===== src/rtl/detect_event_logger_pkg.sv =====
// Shared constants, FIFO entry layout and saturating counter helper for the event logger.
// Latency: n/a (types and functions only).
// Backpressure: n/a. Optional macro EVT_STATE_CAPTURE_EN adds the detector state to each entry.
package evt_log_pkg;

    localparam int TS_W_DEF    = 16;
    localparam int DEPTH_DEF   = 8;
    localparam int CNT_W_DEF   = 8;
    localparam int DET_STATE_W = 3;

    // Entry layout at the default timestamp width; the top level builds the same
    // layout at its own TS_W when state capture is enabled.
    typedef struct packed {
        logic [TS_W_DEF-1:0]    ts;
        logic [DET_STATE_W-1:0] state;
    } entry_t;

    // Increment that sticks at the all-ones value of a w-bit counter (w <= 31).
    function automatic logic [31:0] sat_inc(input logic [31:0] v, input int unsigned w);
        logic [31:0] max_v;
        max_v = (32'd1 << w) - 32'd1;
        return (v == max_v) ? v : v + 32'd1;
    endfunction

endpackage


===== src/rtl/detect_event_logger_if.sv =====
// Read-side bundle of the event logger: head entry presentation, handshake and occupancy.
// Latency: wires only.
// Backpressure: consumer holds evt_ready low to leave the head entry in place.
// Optional macro EVT_STATE_CAPTURE_EN adds evt_state.
interface detect_event_logger_if #(
    parameter int TS_W  = 16,
    parameter int LVL_W = 4
);
    logic             evt_valid;
    logic             evt_ready;
    logic [TS_W-1:0]  evt_time;
    logic [LVL_W-1:0] evt_level;
`ifdef EVT_STATE_CAPTURE_EN
    logic [2:0]       evt_state;
`endif

    modport master (
        output evt_valid,
        output evt_time,
        output evt_level,
`ifdef EVT_STATE_CAPTURE_EN
        output evt_state,
`endif
        input  evt_ready
    );

    modport slave (
        input  evt_valid,
        input  evt_time,
        input  evt_level,
`ifdef EVT_STATE_CAPTURE_EN
        input  evt_state,
`endif
        output evt_ready
    );
endinterface


===== src/rtl/detect_event_logger_fifo.sv =====
// Synchronous show-ahead FIFO with push/pop, full/empty and occupancy outputs.
// Latency: a push is visible at dout on the cycle after the push edge; dout is the head combinationally.
// Backpressure: push while full is ignored unless a pop happens on the same edge; pop while empty is ignored.
module evt_fifo #(
    parameter int W     = 16,
    parameter int DEPTH = 8
) (
    input  logic                     clk,
    input  logic                     rst,
    input  logic                     clear,
    input  logic                     push,
    input  logic                     pop,
    input  logic [W-1:0]             din,
    output logic [W-1:0]             dout,
    output logic                     full,
    output logic                     empty,
    output logic [$clog2(DEPTH):0]   level
);
    localparam int AW = $clog2(DEPTH);

    logic [W-1:0] mem [DEPTH];
    logic [AW:0]  wr_ptr;
    logic [AW:0]  rd_ptr;
    logic         do_push;
    logic         do_pop;

    // Extra pointer bit distinguishes full from empty when the indices match.
    assign empty   = (wr_ptr == rd_ptr);
    assign full    = (wr_ptr[AW] != rd_ptr[AW]) && (wr_ptr[AW-1:0] == rd_ptr[AW-1:0]);
    assign level   = wr_ptr - rd_ptr;
    assign dout    = mem[rd_ptr[AW-1:0]];
    assign do_pop  = pop && !empty;
    assign do_push = push && (!full || do_pop);

    // Pointer update; clear empties the FIFO ahead of any push or pop.
    always_ff @(posedge clk or negedge rst) begin
        if (!rst) begin
            wr_ptr <= '0;
            rd_ptr <= '0;
        end else if (clear) begin
            wr_ptr <= '0;
            rd_ptr <= '0;
        end else begin
            if (do_push) wr_ptr <= wr_ptr + 1'b1;
            if (do_pop)  rd_ptr <= rd_ptr + 1'b1;
        end
    end

    // Storage needs no reset: the head is only meaningful while non-empty.
    always_ff @(posedge clk) begin
        if (do_push && !clear) mem[wr_ptr[AW-1:0]] <= din;
    end

endmodule


===== src/rtl/detect_event_logger.sv =====
// Timestamps rising edges of the detector match output into a FIFO and keeps total/dropped counters.
// Latency: evt_valid is high the cycle after det_in is first sampled high; evt_time is show-ahead.
// Backpressure: events arriving while the FIFO is full (and not popping) are dropped and counted.
// Optional macro EVT_STATE_CAPTURE_EN stores det_state with each entry and drives evt.evt_state.
module detect_event_logger
    import evt_log_pkg::*;
#(
    parameter int TS_W  = TS_W_DEF,
    parameter int DEPTH = DEPTH_DEF,
    parameter int CNT_W = CNT_W_DEF
) (
    input  logic                   clk,
    input  logic                   rst,
    input  logic                   det_in,
    input  logic [DET_STATE_W-1:0] det_state,
    input  logic                   clear,
    detect_event_logger_if.master  evt,
    output logic [CNT_W-1:0]       evt_count,
    output logic [CNT_W-1:0]       drop_count,
    output logic                   overflow
);
    localparam int LVL_W = $clog2(DEPTH) + 1;

`ifdef EVT_STATE_CAPTURE_EN
    typedef struct packed {
        logic [TS_W-1:0]        ts;
        logic [DET_STATE_W-1:0] state;
    } log_entry_t;
    localparam int EW = $bits(log_entry_t);
`else
    localparam int EW = TS_W;
`endif

    logic [TS_W-1:0]  ts_cnt;
    logic             det_q;
    logic             event_edge;
    logic             fifo_full;
    logic             fifo_empty;
    logic             push;
    logic             pop;
    logic             drop;
    logic [EW-1:0]    fifo_din;
    logic [EW-1:0]    fifo_dout;
    logic [LVL_W-1:0] fifo_level;

    assign event_edge = det_in && !det_q;
    assign pop        = !fifo_empty && evt.evt_ready && !clear;
    assign push       = event_edge && !clear && (!fifo_full || pop);
    assign drop       = event_edge && !clear && fifo_full && !pop;

`ifdef EVT_STATE_CAPTURE_EN
    log_entry_t head;
    assign fifo_din      = {ts_cnt, det_state};
    assign head          = log_entry_t'(fifo_dout);
    assign evt.evt_time  = fifo_empty ? '0 : head.ts;
    assign evt.evt_state = fifo_empty ? '0 : head.state;
`else
    logic unused_det_state;
    assign unused_det_state = ^det_state;
    assign fifo_din         = ts_cnt;
    assign evt.evt_time     = fifo_empty ? '0 : fifo_dout;
`endif

    assign evt.evt_valid = !fifo_empty;
    assign evt.evt_level = fifo_level;

    evt_fifo #(
        .W     (EW),
        .DEPTH (DEPTH)
    ) u_fifo (
        .clk   (clk),
        .rst   (rst),
        .clear (clear),
        .push  (push),
        .pop   (pop),
        .din   (fifo_din),
        .dout  (fifo_dout),
        .full  (fifo_full),
        .empty (fifo_empty),
        .level (fifo_level)
    );

    // Free-running timestamp and edge-detect register; clear restarts both.
    always_ff @(posedge clk or negedge rst) begin
        if (!rst) begin
            ts_cnt <= '0;
            det_q  <= 1'b0;
        end else if (clear) begin
            ts_cnt <= '0;
            det_q  <= 1'b0;
        end else begin
            ts_cnt <= ts_cnt + TS_W'(1);
            det_q  <= det_in;
        end
    end

    // Saturating event/drop counters and the sticky overflow flag.
    always_ff @(posedge clk or negedge rst) begin
        if (!rst) begin
            evt_count  <= '0;
            drop_count <= '0;
            overflow   <= 1'b0;
        end else if (clear) begin
            evt_count  <= '0;
            drop_count <= '0;
            overflow   <= 1'b0;
        end else begin
            if (event_edge) evt_count <= CNT_W'(sat_inc(32'(evt_count), CNT_W));
            if (drop) begin
                drop_count <= CNT_W'(sat_inc(32'(drop_count), CNT_W));
                overflow   <= 1'b1;
            end
        end
    end

endmodule


===== src/flat_wrapper.sv =====
// flat-port wrapper written by rule: the top's interface ports become plain ports
module detect_event_logger_flat import evt_log_pkg::*;
#(
    parameter int TS_W  = TS_W_DEF,
    parameter int DEPTH = DEPTH_DEF,
    parameter int CNT_W = CNT_W_DEF
)
  (clk, rst, det_in, det_state, clear, evt_count, drop_count, overflow, evt_evt_valid, evt_evt_time, evt_evt_level, evt_evt_ready);
  detect_event_logger_if #(.TS_W(TS_W)) evt_i ();
  input  logic clk;
  input  logic rst;
  input  logic det_in;
  input  logic [DET_STATE_W-1:0] det_state;
  input  logic clear;
  output logic [CNT_W-1:0] evt_count;
  output logic [CNT_W-1:0] drop_count;
  output logic overflow;
  output wire logic [$bits(evt_i.evt_valid)-1:0] evt_evt_valid;
  output wire logic [$bits(evt_i.evt_time)-1:0] evt_evt_time;
  output wire logic [$bits(evt_i.evt_level)-1:0] evt_evt_level;
  input wire logic [$bits(evt_i.evt_ready)-1:0] evt_evt_ready;
  assign evt_evt_valid = evt_i.evt_valid;
  assign evt_evt_time = evt_i.evt_time;
  assign evt_evt_level = evt_i.evt_level;
  assign evt_i.evt_ready = evt_evt_ready;
  detect_event_logger #(.TS_W(TS_W), .DEPTH(DEPTH), .CNT_W(CNT_W)) u_core (.clk(clk), .rst(rst), .det_in(det_in), .det_state(det_state), .clear(clear), .evt(evt_i), .evt_count(evt_count), .drop_count(drop_count), .overflow(overflow));
endmodule

===== config.mk =====
export PLATFORM = sky130hd
export DESIGN_NAME = detect_event_logger_flat
export DESIGN_NICKNAME = d
export VERILOG_FILES = /design/src/rtl/detect_event_logger_pkg.sv /design/src/rtl/detect_event_logger_if.sv /design/src/rtl/detect_event_logger_fifo.sv /design/src/rtl/detect_event_logger.sv /design/src/flat_wrapper.sv
export SDC_FILE = /design/constraint.sdc
export NUM_CORES = 1
export LEC_CHECK = 0
export CAP_MARGIN = 15
export CORE_MARGIN = 2
export CORE_UTILIZATION = 50
export CTS_BUF_LIST = sky130_fd_sc_hd__clkbuf_4 sky130_fd_sc_hd__clkbuf_8
export DETAILED_ROUTE_END_ITERATION = 8
export MAX_ROUTING_LAYER = met4
export PLACE_DENSITY = 0.68
export SLEW_MARGIN = 20
export SYNTH_ARGS = -nofsm -noshare
export SYNTH_HDL_FRONTEND = slang
export SYNTH_SLANG_ARGS = --single-unit
export TNS_END_PERCENT = 10

===== constraint.sdc =====
create_clock -name clk -period 4.2 [get_ports clk]
set_input_delay 0.84 -clock clk [delete_from_list [all_inputs] [get_ports clk]]
set_output_delay 0.84 -clock clk [all_outputs]
set_load 0.05 [all_outputs]

* Word-level counts from Yosys, hierarchy flattened
Memories as Yosys holds them, arrays and structs flattened.
Index checks and enable logic that the tools add are counted.
Widths: inputs -> output; s select.
** Storage, ports and cells
- Register bits after elaboration :: 42
- Bits in writable memories :: 128
- Input port bits :: 8
- Output and inout bits :: 38
- Logic and storage cells :: 62
- Memories :: 1
** Memories
- u_core.u_fifo.mem :: depth 8, width 16, read ports 1, clocked after Yosys merged registers in 0, write ports 1, line detect_event_logger_fifo.sv:21 : logic [W-1:0] mem [DEPTH];
** Cells by class
- Add/subtract/negate cells :: 6
- Equality and inequality tests :: 7
- Mux-type cells :: 17
- Reduce and logical (&&, ||, !) cells :: 24
** Operator list (number)
- $mux 8 :: 6
- $mux 16 :: 2
- $add 16x1->16 const B :: 1
- $add 8x1->8 const B :: 2
- $eq 8x8->1 const B :: 2
- $mux 4 :: 4
- $logic_and 1x1->1 :: 11
- $add 4x1->4 const B :: 2
- $reduce_bool 2->1 :: 4
- $logic_not 1->1 :: 5
- $mux 1 :: 5
- $eq 4x4->1 :: 1
- $ne 2x2->1 const B :: 2
- $reduce_and 2->1 :: 2
- $sub 4x4->4 :: 1
- $eq 3x3->1 :: 1
- $logic_or 1x1->1 :: 2
- $ne 1x1->1 :: 1

* Depth between registers and ports, before layout
- Word-level depth :: 10
- Mapped depth :: 9
- Mapped depth without buffers :: 6

* By module
A second synthesis with hierarchy kept.
** Second synthesis, totals
- Cell total of the unflattened synthesis :: 483
- Area total of the unflattened synthesis :: 7303.3 sq um
** Modules (own cells, without submodules)
- evt_fifo :: times used 1, cells an instance 290, area an instance 5427.7 sq um, seq. area each 4043.9 sq um
- detect_event_logger :: times used 1, cells an instance 193, area an instance 1875.5 sq um, seq. area each 850.8 sq um

* Worst setup path after synthesis
No wires, ideal clock.
- Path type :: register to register
- Start point :: reg u_core.u_fifo.rd_ptr[2]
- End point :: mem u_core.u_fifo.mem[1][0], enable pin
- Library setup time :: 0.409 ns
- Data arrival time :: 3.294 ns
- Required time :: 3.791 ns
- Path slack :: 0.497 ns
- Stages on the path, launching flop included :: 9
- Buffers on the path :: 2
- Period minus slack after synthesis :: 3.703 ns
- Cell sequence :: dfrtp_1 clkbuf_1 clkinv_1 clkbuf_1 ha_1 nand4b_1 o21ai_0 or3_1 nor3_1
** On the way
- Cells in the longest elaborated chain, start to end :: 10
- Elaborated cells between the ends (all ways) :: 15
- Those cells by class :: eq/ne: 2; mux: 2; reduce/logical: 11
** RTL lines
- from (decl) :: line detect_event_logger_fifo.sv:23 : logic [AW:0] rd_ptr;
- from (signal assigned) :: line detect_event_logger_fifo.sv:45 : if (do_pop) rd_ptr <= rd_ptr + 1'b1;
- $eq 4x4->1 :: line detect_event_logger_fifo.sv:28 : assign empty = (wr_ptr == rd_ptr);
- $logic_not 1->1 :: line detect_event_logger_fifo.sv:32, detect_event_logger.sv:47
- $logic_and 1x1->1 (2 in a row) :: line detect_event_logger.sv:47 : assign pop = !fifo_empty && evt.evt_ready && !clear;
- $logic_or 1x1->1 or $logic_and 1x1->1 (tied branches) :: line detect_event_logger.sv:48, detect_event_logger_fifo.sv:32
- $logic_and 1x1->1 or $logic_or 1x1->1 (tied branches) :: line detect_event_logger.sv:48, detect_event_logger_fifo.sv:33
- $logic_and 1x1->1 (*) :: line detect_event_logger_fifo.sv:33 : assign do_push = push && (!full || do_pop);
- $logic_and 1x1->1 (*) :: line detect_event_logger_fifo.sv:51 : if (do_push && !clear) mem[wr_ptr[AW-1:0]] <= din;
- $mux 1 (*) :: line detect_event_logger_fifo.sv:51
- $mux 1 (not written as such) (*) :: line detect_event_logger_fifo.sv:51
- to (decl) :: line detect_event_logger_fifo.sv:21
Mark *: on every way between the ends. The rest lies on a longest branch, timed or not.

* Final worst setup path
- Start point :: reg u_core.u_fifo.wr_ptr[1]
- End point :: out evt_evt_level[2]
** On the way
- Cells in the longest elaborated chain, start to end :: 1
** RTL lines
- from (decl) :: line detect_event_logger_fifo.sv:22 : logic [AW:0] wr_ptr;
- from (signal assigned) :: line detect_event_logger_fifo.sv:44 : if (do_push) wr_ptr <= wr_ptr + 1'b1;
- $sub 4x4->4 :: line detect_event_logger_fifo.sv:30 : assign level = wr_ptr - rd_ptr;
- to (decl) :: line flat_wrapper.sv:20 : output wire logic [$bits(evt_i.evt_level)-1:0] evt_evt_level;
Every way passes these cells.

==> run metrics <==
drt first pass iters=4; Via density=5.65; period utilization=81.3%; Max-slew headroom=35.1%; die height=124 microns; nets=550; final core utilization=58.7%; run status=complete, no violations; NetSw=1.05 mW; Seq cells post-synth=170; CP max stage delay=0.82 ns; Rows=43; syn nets=488; Logic pwr share=20.5%; CTS Sinks=170; starting density of the core=51.3%; cells along the critical path=inv_1 > fa_1 > xnor2_1 > clkdlybuf4s50_1; vias in the first global route=4205; Final HPWL DP=8420 microns; die area=0.0153 sq mm; maximum VDD drop=0.195 mV; Layout fillers=1126; CP endpoint kind=output port; CP startpoint kind=flop; CP max-delay cell=clkdlybuf4s50_1; most common cell after layout, fill and taps aside=edfxtp_1; number of antenna diodes=0; Worst-Margin Slew=0.974 ns; Sequential Area=0.00490 sq mm; CP max FO=9; HP Class=flop to flop; Required @ worst endpoint=3.36 ns; cts bufs inserted=17; clk buf depth=2; leakage=2.92 nW; first-pass GRT wire length=22400 microns; P per Cell Area=447 mW/mm^2; largest net degree at the start of global routing=46; htree depth=4; Syn Area/Cell=15.2 sq um; WL final=14100 microns; CTS hold repair buffers=0; area of the multi-input gates=0.00213 sq mm; Netlist cell types=43; final setup fails=0; Design Power=3.66 mW; grt ovf=0; cell area after synthesis=0.00715 sq mm; crit path time final=3.41 ns; DR iter-0 viols=238; switch share=28.8%; commonest non-fill, non-tap cells in the layout=edfxtp_1 (128), nand2_1 (48), dfrtp_1 (41); clock slew seen by the registers of the worst setup and hold paths=0.08 ns; max-cap check violation count=0; Post-synth EDFFs=128; core footprint=0.0139 sq mm; postcts setup bufs=0; Clock Latency Late Sink=0.45 ns; Clock Skew=0.0105 ns; CTS tree=yes; Root Driver=clkbuf_8; Synth warnings=0; unrepaired setup endpoints after global routing=false; top-level port count=46; area grow syn2layout=14.5%; FMAX=0.293 GHz; post_cts resized=0; crit path DAT=2.57 ns; sequential area share after synthesis=68.5%; Pint=2.60 mW; Crit Path Class=flop to output port; RD Place Congestion=0.767; initial antenna violation count=0; antenna-violating nets left=0; Seq pwr share=50.2%; hold slack final=0.527 ns; overall via count from detail_route=4102; Fin Setup TNS=0 ns; # DRC=0; Hold Violations, Final=0; ys async rst share=24.7%; WL/cell=19.5 microns; post-synthesis cell count=471; GRT Total Usage=21.0%; I/O Buffers=42; part of the power in the clock network=29.3%; proportion of layout cells with a drive suffix above 1=18.9%; top_reg_cell synth=edfxtp_1; Slew Viols, Final=0; Die W=124 microns
-- critical path: cells and delay by family, from the launching register on --
family	cells	cell delay (ns)
buffers and inverters	2	0.97
flip-flops	1	0.54
adder cells (fa/ha/maj)	1	0.45
XOR/XNOR	1	0.17
-- synthesized netlist by cell type, types with 2 or more instances --
cell type  instances  share of area, %
edfxtp_1         128                54
nand2_1           48               2.5
dfrtp_1           42                15
nor2_1            37               1.9
mux4_2            32                10
a21oi_1           28               2.0
xnor2_1           14               1.7
clkbuf_1          13              0.68
o21ai_0           12              0.84
inv_1             11              0.58
nand3_1            9              0.63
ha_1               8               1.4
nor3_1             8              0.56
xor2_1             8              0.98
or3_1              7              0.61
nand4_1            6              0.53
and3_1             5              0.44
mux2i_1            5              0.70
and2_1             4              0.35
nor2b_1            4              0.35
nor4_1             4              0.35
o211ai_1           4              0.42
buf_2              3              0.21
o41ai_1            3              0.37
a211oi_1           2              0.21
a21o_1             2              0.21
a31oi_1            2              0.18
buf_6              2              0.32
nand2b_1           2              0.18
nand4b_1           2              0.25
o311ai_0           2              0.25
o31ai_1            2              0.21
or4_1              2              0.21
-- kinds of logic (layout without fill, tap and decap cells) --
| kind of cell | count (synthesis) | in the layout | synth area share (%) |
|---|---|---|---|
| fa+ha+maj | 9 | 9 | 1.68 |
| flops | 170 | 170 | 68.5 |
| compound gates | 59 | 59 | 4.87 |
| buf+inv | 31 | 106 | 1.89 |
| simple gates | 142 | 142 | 9.42 |
| xor+xnor | 22 | 22 | 2.70 |
| mux | 38 | 38 | 10.9 |
-- power by group through the flow --
stage	Clock [mW]	Combinational, mW	Sequential, mW
final	1.07	0.750	1.84
after global routing	1.16	0.806	1.84
after CTS	1.10	0.765	1.84
after detailed placement	0	0.762	1.87
after global placement	0	0.757	1.87
after floorplan	0	0.545	1.87
-- final timing paths --
path | cells after the start | slack, ns | to | startpoint
hold reg to reg | 2 | 0.53 | u_core.overflow$_DFFE_PN0P_ | u_core.overflow$_DFFE_PN0P_
max in group asynchronous | 1 | 2.99 | u_core.u_fifo.rd_ptr[0]$_DFFE_PN0P_ | rst
hold / removal | 2 | 0.53 | u_core.overflow$_DFFE_PN0P_ | u_core.overflow$_DFFE_PN0P_
setup / recovery | 4 | 0.79 | evt_evt_level[2] | u_core.u_fifo.wr_ptr[1]$_DFFE_PN0P_
min in group asynchronous | 1 | 0.55 | u_core.drop_count[5]$_DFFE_PN0P_ | rst
setup reg to reg | 8 | 1.35 | u_core.u_fifo.mem[6][15]$_DFFE_PP_ | u_core.u_fifo.rd_ptr[2]$_DFFE_PN0P_
-- layer usage --
metal | track usage (%) | wire, microns
met1 | 26.8 | 6280
met2 | 32.9 | 7200
met3 | 4.24 | 419
met4 | 8.88 | 228
met5 | - | 0
-- sequential cells by signal (all words and copies together), names as in the netlist --
| name | flops |
|---|---|
| u_core.det_q | 1 |
| u_core.drop_count | 8 |
| u_core.evt_count | 8 |
| u_core.fifo_din | 16 |
| u_core.overflow | 1 |
| u_core.u_fifo.mem | 128 |
| u_core.u_fifo.rd_ptr | 4 |
| u_core.u_fifo.wr_ptr | 4 |
-- through the flow --
stage	std cells	instance area, sq um	setup slack (ns)
global placement	694	7810	1.11
detailed placement	694	7810	1.06
floorplan	471	7150	0.497
CTS	726	8180	0.746
finish	726	8180	0.787
global route	726	8180	0.686
-- final cells by class --
| cell class | count | share of cell area, % |
|---|---|---|
| inverters | 12 | 0.551 |
| clock inverters | 15 | 1.62 |
| repair buffers | 62 | 6.36 |
| multi-input cells | 270 | 26.0 |
| well taps | 180 | 2.75 |
| flip-flops and latches | 170 | 59.9 |
| clock buffers | 17 | 2.86 |
Power figures use the tool's default switching activity.
